**src/rtl/run_detect_fsm.sv**
```systemverilog
// run_detect_fsm: a multi-channel detector for runs of consecutive high samples.
// Each of CHANNELS independent Moore FSMs watches one bit of 'a'.
// - out1[i] is high while channel i's run is at least THRESH samples long.
// - out2[i] pulses for one cycle after a qualifying run ends.
// - run_len holds each channel's current run length and saturates.
// Optional feature: define RUN_DETECT_STATS_EN to add per-channel counters of
// qualified runs. That adds the ports clr_stats and evt_cnt.
// Ports:
//   clk        rising-edge clock
//   rst        synchronous active-high reset
//   en         sample enable shared by all channels
//   a          one input bit per channel
//   clr_stats  [stats] clears every evt_cnt
//   evt_cnt    [stats] qualified-run count, ch i at [i*EVT_W +: EVT_W]
//   out1       per-channel HOLD level
//   out2       per-channel one-cycle run-end pulse
//   run_len    per-channel run length, ch i at [i*CNT_W +: CNT_W]
module run_detect_fsm #(
    parameter int unsigned CHANNELS = 4,
    parameter int unsigned THRESH   = 3,
    parameter int unsigned CNT_W    = 4,
    parameter int unsigned EVT_W    = 8
) (
    input  logic                      clk,
    input  logic                      rst,
    input  logic                      en,
    input  logic [CHANNELS-1:0]       a,
`ifdef RUN_DETECT_STATS_EN
    input  logic                      clr_stats,
    output logic [CHANNELS*EVT_W-1:0] evt_cnt,
`endif
    output logic [CHANNELS-1:0]       out1,
    output logic [CHANNELS-1:0]       out2,
    output logic [CHANNELS*CNT_W-1:0] run_len
);

    localparam logic [1:0] ST_IDLE  = 2'd0;
    localparam logic [1:0] ST_COUNT = 2'd1;
    localparam logic [1:0] ST_HOLD  = 2'd2;
    localparam logic [1:0] ST_END   = 2'd3;

    localparam logic [CNT_W-1:0] RUN_MAX = '1;
    localparam logic [CNT_W-1:0] THR     = CNT_W'(THRESH);
    localparam logic [CNT_W-1:0] ONE     = CNT_W'(1);

    // Reject parameter sets that the run counter cannot represent.
    if (THRESH < 1 || THRESH > (1 << CNT_W) - 1 || CHANNELS < 1 || EVT_W < 1) begin : g_param_check
        $error("run_detect_fsm: THRESH must be in 1..2^CNT_W-1");
    end

    logic [1:0]       state_q   [CHANNELS];
    logic [1:0]       state_nxt [CHANNELS];
    logic [CNT_W-1:0] run_q     [CHANNELS];
    logic [CNT_W-1:0] run_nxt   [CHANNELS];

    // Next-state and run-length logic, one FSM per channel.
    always_comb begin
        for (int i = 0; i < int'(CHANNELS); i++) begin
            state_nxt[i] = state_q[i];
            run_nxt[i]   = run_q[i];
            case (state_q[i])
                ST_IDLE: begin
                    run_nxt[i] = '0;
                    if (en && a[i]) begin
                        run_nxt[i]   = ONE;
                        state_nxt[i] = (THR == ONE) ? ST_HOLD : ST_COUNT;
                    end
                end
                ST_COUNT: begin
                    if (en) begin
                        if (a[i]) begin
                            run_nxt[i] = run_q[i] + ONE;
                            if (run_q[i] + ONE == THR) state_nxt[i] = ST_HOLD;
                        end else begin
                            run_nxt[i]   = '0;
                            state_nxt[i] = ST_IDLE;
                        end
                    end
                end
                ST_HOLD: begin
                    if (en) begin
                        if (a[i]) begin
                            if (run_q[i] != RUN_MAX) run_nxt[i] = run_q[i] + ONE;
                        end else begin
                            state_nxt[i] = ST_END;
                        end
                    end
                end
                ST_END: begin
                    // END always lasts one cycle, so out2 is a single pulse even with en=0.
                    if (en && a[i]) begin
                        run_nxt[i]   = ONE;
                        state_nxt[i] = (THR == ONE) ? ST_HOLD : ST_COUNT;
                    end else begin
                        run_nxt[i]   = '0;
                        state_nxt[i] = ST_IDLE;
                    end
                end
                default: begin
                    run_nxt[i]   = '0;
                    state_nxt[i] = ST_IDLE;
                end
            endcase
        end
    end

    // State, run-length and Moore output registers.
    always_ff @(posedge clk) begin
        if (rst) begin
            for (int i = 0; i < int'(CHANNELS); i++) begin
                state_q[i] <= ST_IDLE;
                run_q[i]   <= '0;
            end
            out1 <= '0;
            out2 <= '0;
        end else begin
            for (int i = 0; i < int'(CHANNELS); i++) begin
                state_q[i] <= state_nxt[i];
                run_q[i]   <= run_nxt[i];
                out1[i]    <= (state_nxt[i] == ST_HOLD);
                out2[i]    <= (state_nxt[i] == ST_END);
            end
        end
    end

    for (genvar g = 0; g < int'(CHANNELS); g++) begin : g_run_pack
        assign run_len[g*CNT_W +: CNT_W] = run_q[g];
    end

`ifdef RUN_DETECT_STATS_EN
    logic [EVT_W-1:0] evt_q   [CHANNELS];
    logic [EVT_W-1:0] evt_nxt [CHANNELS];

    // Saturating count of END entries; a clear on the same cycle as an END entry leaves 1.
    always_comb begin
        for (int i = 0; i < int'(CHANNELS); i++) begin
            evt_nxt[i] = evt_q[i];
            if (clr_stats) begin
                evt_nxt[i] = (state_nxt[i] == ST_END) ? EVT_W'(1) : '0;
            end else if (state_nxt[i] == ST_END && evt_q[i] != '1) begin
                evt_nxt[i] = evt_q[i] + EVT_W'(1);
            end
        end
    end

    always_ff @(posedge clk) begin
        for (int i = 0; i < int'(CHANNELS); i++) begin
            if (rst) evt_q[i] <= '0;
            else     evt_q[i] <= evt_nxt[i];
        end
    end

    for (genvar g = 0; g < int'(CHANNELS); g++) begin : g_evt_pack
        assign evt_cnt[g*EVT_W +: EVT_W] = evt_q[g];
    end
`endif

endmodule

```
**config.mk**
```make
export PLATFORM = sky130hd
export DESIGN_NAME = run_detect_fsm
export DESIGN_NICKNAME = d
export VERILOG_FILES = /design/src/rtl/run_detect_fsm.sv
export SDC_FILE = /design/constraint.sdc
export NUM_CORES = 1
export LEC_CHECK = 0
export CAP_MARGIN = 40
export CORE_MARGIN = 1.5
export CORE_UTILIZATION = 30
export DETAILED_ROUTE_END_ITERATION = 16
export DONT_BUFFER_PORTS = 1
export HOLD_SLACK_MARGIN = 0.08
export MAX_ROUTING_LAYER = met4
export RECOVER_POWER = 50
export SLEW_MARGIN = 15
export SYNTH_ARGS = -nofsm -noshare
export SYNTH_HDL_FRONTEND = slang
export SYNTH_SLANG_ARGS = --single-unit
```
**constraint.sdc**
```tcl
create_clock -name clk -period 4.9 [get_ports clk]
set_input_delay 0.735 -clock clk [delete_from_list [all_inputs] [get_ports clk]]
set_output_delay 0.735 -clock clk [all_outputs]
set_load 0.01 [all_outputs]
```
==> flow_metrics.tcl, run 1 <==
set metrics [dict create \
    yosysMostFrequentCell "dfxtp_1" \
    cp_data_required_time_ps 5080 \
    syn_area_um2 2060 \
    cap_violations 0 \
    rsz0062_at_grt "no" \
    die_h_um 85.9 \
    tightest_slew_ps 543 \
    cp.arrival_ps 2030 \
    antenna_found_initial 0 \
    yosys.area.top_type "dfxtp_1" \
    slew-limit-headroom 0.638 \
    nFillCells 685 \
    path_buf_inv 1 \
    timing.final.crit_share 0.379 \
    register_area_um2 641 \
    yosys_warnings 0 \
    setup_violations 0 \
    viasPerCell 5.37 \
    max_freq_mhz 538 \
    grt_pass1_wl_um 7350 \
    path_cells "inv_1, ha_1, and3_1, a31oi_1, nor2_1, o31a_1, and2_1" \
    clock_path_buffers 2 \
    num-nets-final 269 \
    synthDistinctLibCells 47 \
    cp-end-kind "register" \
    drtIter0Drc 83 \
    switching_share 0.301 \
    post_cts_resized 0 \
    slew_viol_final 0 \
    cts_tree "yes" \
    p_per_area_nw_per_um2 280 \
    status "finished clean" \
    synthArstFlopShare 0 \
    grt_max_degree 25 \
    hold_viol 0 \
    path_clk_slew_ps 70 \
    place_congestion 0.813 \
    comb_power_share 0.181 \
    crit_family "flip-flops" \
    slowest_delay_ps 520 \
    syn2layout_area_growth_pct 7.29 \
    vdd_drop_max_v 0.0000719 \
    dp_hpwl_um 3100 \
    drt-wirelength-per-cell_um 13.5 \
    cts_made_buffers 5 \
    period_minus_slack_ps 1860 \
    internal-power_uw 433 \
    min_path_type "input pin to register" \
    drtAntennaViolNets 0 \
    die_area_um2 7370 \
    fin_cells 319 \
    fin_skew_ps 3.83 \
    crit_fanout 7 \
    synthFlopType "dfxtp_1" \
    wirelength_um 4310 \
    clock_sinks 32 \
    ys_seq_area_frac 0.311 \
    fin_setup_tns_ps 0 \
    multi_input_area_um2 1310 \
    clkPwrFrac 0.343 \
    syn_inst 237 \
    drc 0 \
    first_global_vias 1584 \
    initial_core_util 0.307 \
    slowest_stage "dfxtp_1" \
    power_leakage_nw 0.800 \
    synth_edf_count 0 \
    synth_nets 268 \
    ys_ff_latch 32 \
    die_w_um 85.9 \
    crit_type "register to register" \
    dr_total_vias 1713 \
    seqPwrFrac 0.477 \
    synth_top_area_share 0.311 \
    io_pins 31 \
    power_switching_uw 186 \
    start_kind "register" \
    ctsHoldBuffers 0 \
    synth_area_per_cell_um2 8.69 \
    synth_common_cells "dfxtp_1, ha_1, inv_1" \
    cts_setup_buffers 0 \
    h-tree-depth 2 \
    portBuffers 0 \
    place_inst 311 \
    clockRootBuffer "clkbuf_8" \
    grt_remaining_overflow 0 \
    yosys-top-cells-area "dfxtp_1, ha_1, a21oi_1, inv_1, nor2_1" \
    drive_gt1_frac 0.0586 \
    rows 30 \
    first_pass_iters 5 \
    grtUsageTotal 0.126 \
    diodes 0 \
    clock_latency_ps 280 \
    core-area_um2 6720 \
]
-- cells in the final DEF (no fill, tap or decap), types with 3 or more instances in the layout --
master    netlist  layout
dfxtp_1        32      32
ha_1           24      24
inv_1          19      19
nor2_1         17      19
a21oi_1        17      17
nand2_1        13      13
o21ai_0        10      10
nor2b_1         8       8
a211oi_1        6       6
nand3_1         6       6
or3_1           6       6
clkbuf_8        0       6
o31a_1          5       5
a31oi_1         5       5
or4b_1          4       4
and2_1          4       4
o32ai_1         4       4
o21ai_1         4       4
a21bo_1         3       3
and3_1          3       3
nor3_1          3       3
-- worst register-to-register path: stages, from the launching register on --
cell     delay (ps)
dfxtp_1         520
inv_1           110
ha_1            220
and3_1          170
a31oi_1         220
nor2_1           90
o31a_1          270
and2_1          160
-- path summary, 6_finish.rpt --
path,end,slack (ps),startpoint,cells past startpoint
max,out2[0],3040,run_q[0][0],7
min,run_q[1][3],510,rst,1
max reg2reg,out2[0],3040,run_q[0][0],7
min reg2reg,run_q[1][1],550,run_q[1][1],2
-- state kept, by name (all words and copies together), names as in the netlist --
signal	count
out1	4
out2	4
run_q	16
state_q	8
-- layout make-up --
class	instances	area share
clock inverters	2	0.00453
flip-flops and latches	32	0.290
well taps	80	0.0453
clock buffers	6	0.0374
inverters	19	0.0323
multi-input cells	180	0.591
-- power by group through the flow --
stage          Clock, mW  Sequential (mW)  Combinational [mW]
6_report           0.212            0.295               0.112
5_1_grt            0.234            0.298               0.128
4_1_cts            0.225            0.295               0.114
3_5_place_dp           0            0.301               0.113
3_3_place_gp           0            0.301               0.112
2_1_floorplan          0            0.296               0.101
-- per-layer routing --
metal,vias up,wire length [um],global-route usage
met4,0,21,0.0352
met2,29,1970,0.201
li1,859,-,-
met5,-,0,-
met3,4,209,0.0414
met1,821,2120,0.154
-- logic make-up (layout without fill, tap and decap cells) --
logic type	Yosys count	in the layout	share of synthesized area
fa+ha+maj	24	24	0.146
flops	32	32	0.311
compound gates	72	72	0.253
buf+inv	25	27	0.0510
simple gates	78	78	0.213
mux	2	2	0.00972
xor+xnor	4	4	0.0170
-- per-stage QoR --
stage | total power, mW | setup WS, ps | cell area [um2] | util | hold slack (ps)
6_report | 0.619 | 3040 | 2210 | 0.329 | 514
5_1_grt | 0.659 | 2870 | 2210 | 0.329 | 496
4_1_cts | 0.635 | 3040 | 2220 | 0.330 | 500
3_5_place_dp | 0.414 | 3040 | 2130 | 0.316 | 544
3_3_place_gp | 0.414 | 3040 | 2130 | 0.316 | 538
2_1_floorplan | 0.397 | 3070 | 2060 | - | 518
Power figures use the tool's default switching activity.
==> run 2, diff against run 1 <==
- clock period: 4.9 -> 1.73 ns (I/O delays scaled with it)
==> run 2 against run 1 <==
Compared with the run above:
- fmax is 12% higher
- routed wire length is 8.9% higher
- critical path type unchanged
- clock power grew to 2.9 times the previous value
- worst setup slack worse by 3000 ps
- critical path depth is 2 lower
- via count is 5.7% higher
- largest power group unchanged
- power grew to 3.0 times the previous value
- largest cell class unchanged
==> flow_metrics.tcl, run 2 (same netlist as run 1, synthesis figures left out) <==
set metrics [dict create \
    cp-end-kind "register" \
    status "finished clean" \
    rr_worst_depth 5 \
    place_area_um2 2330 \
    top_register "run_q" \
    die_area_um2 7370 \
    initial_core_util 0.307 \
    internal-power_mw 1.32 \
    clock_latency_ps 280 \
    core-area_um2 6720 \
    fin_area_um2 2540 \
    reg_top3 "run_q (16), state_q (8)" \
    grtUsageTotal 0.130 \
    seqPwrFrac 0.433 \
    drtAntennaViolNets 0 \
    diodes 0 \
    viasPerCell 5.23 \
    tightest_slew_ps 383 \
    most-common-layout-cells "dfxtp_1, buf_4, inv_1" \
    slew_viol_final 0 \
    setup_violations 0 \
    drive_gt1_frac 0.244 \
    r2r_setup_slack_ps 70 \
    dr_total_vias 1810 \
    clockRootBuffer "clkbuf_8" \
    place_congestion 0.794 \
    cap_violations 0 \
    mostFrequentLayoutCell "dfxtp_1" \
    grt_pass1_wl_um 7420 \
    largest_reg_flops 16 \
    crit_fanout 5 \
    rows 30 \
    switching_share 0.300 \
    h-tree-depth 2 \
    start_kind "register" \
    clock_sinks 32 \
    grt_remaining_overflow 0 \
    min_path_type "input pin to register" \
    drt-wirelength-per-cell_um 13.6 \
    clkPwrFrac 0.323 \
    hold_depth 1 \
    power_leakage_nw 0.926 \
    wirelength_um 4700 \
    timing.final.crit_share 0.959 \
    portBuffers 0 \
    fin_cells 346 \
    vdd_drop_max_v 0.000306 \
    period_minus_slack_ps 1660 \
    drtIter0Drc 59 \
    fin_setup_tns_ps 0 \
    die_w_um 85.9 \
    first_pass_iters 4 \
    place_inst 338 \
    clock_path_buffers 2 \
    syn2layout_area_growth_pct 23.6 \
    antenna_found_initial 0 \
    cts_tree "yes" \
    min_from "rst" \
    slew-limit-headroom 0.737 \
    fin_skew_ps 2.58 \
    cts_made_buffers 5 \
    num-nets-final 296 \
    cp.arrival_ps 1870 \
    io_pins 31 \
    holdWs_ps 39.0 \
    power_switching_uw 563 \
    first_global_vias 1636 \
    cp_data_required_time_ps 1940 \
    crit_type "register to register" \
    die_h_um 85.9 \
    drc 0 \
    path_clk_slew_ps 70 \
    cts_setup_buffers 0 \
    comb_power_share 0.244 \
    max_freq_mhz 602 \
    min_to "run_q[3][2]" \
    p_per_area_nw_per_um2 738 \
    reg2reg_to "run_q[2][2]" \
    dp_hpwl_um 3300 \
    hold_viol 0 \
    r2r-start "state_q[2][1]" \
    grt_max_degree 25 \
]
run 2: timing repair:
action	in CTS	in global routing
gates resized for setup	2	29
pin swaps	0	3
hold endpoints to repair	21	21
gates cloned	0	0
endpoints found under the setup margin	5	17
run 2: per-layer routing:
layer / vias to the layer above / GRT usage / part of all wire
met1: 858 / 0.153 / 0.47
met4: 0 / 0.0455 / 0.0096
met2: 33 / 0.208 / 0.47
li1: 915 / - / -
met5: - / - / 0
met3: 4 / 0.0423 / 0.055
run 2: how the worst max path moves through the flow:
stage	start	end	slack (ps)	cells after the start
after floorplan	run_q[0][0]	run_q[0][2]	80	6
after global placement	state_q[0][1]	run_q[0][3]	-20	7
after detailed placement	state_q[0][1]	run_q[0][2]	-30	7
after CTS	state_q[0][1]	run_q[0][2]	8	7
after global routing	state_q[3][0]	out2[3]	-1	8
final	state_q[2][1]	run_q[2][2]	70	5
run 2: layout make-up:
cell class              count  area, um2
flip-flops and latches     32        647
clock buffers               8       90.1
well taps                  80        100
multi-input cells         180       1450
fillers                   677       4170
inverters                  19       71.3
repair buffers             27        184
run 2: per-stage QoR:
step / util / worst slack [ps] / total power [mW]
2_1_floorplan: - / 76.5 / 1.12
3_3_place_gp: 0.347 / -16.1 / 1.23
3_5_place_dp: 0.347 / -29.9 / 1.24
4_1_cts: 0.360 / 7.81 / 1.85
5_1_grt: 0.379 / -0.982 / 1.99
6_report: 0.379 / 70.2 / 1.88
run 2: critical path, cell delays in order, from the launching register on:
cell,delay (ps)
dfxtp_2,340
inv_1,150
ha_2,260
mux2i_1,160
or4b_1,530
a21oi_1,150
run 2: power groups by stage:
stage | Combinational [mW] | Sequential [mW] | Clock (mW)
floorplan | 0.285 | 0.839 | 0
global placement | 0.408 | 0.825 | 0
detailed placement | 0.413 | 0.825 | 0
CTS | 0.414 | 0.810 | 0.630
global route | 0.512 | 0.817 | 0.664
finish | 0.459 | 0.813 | 0.607
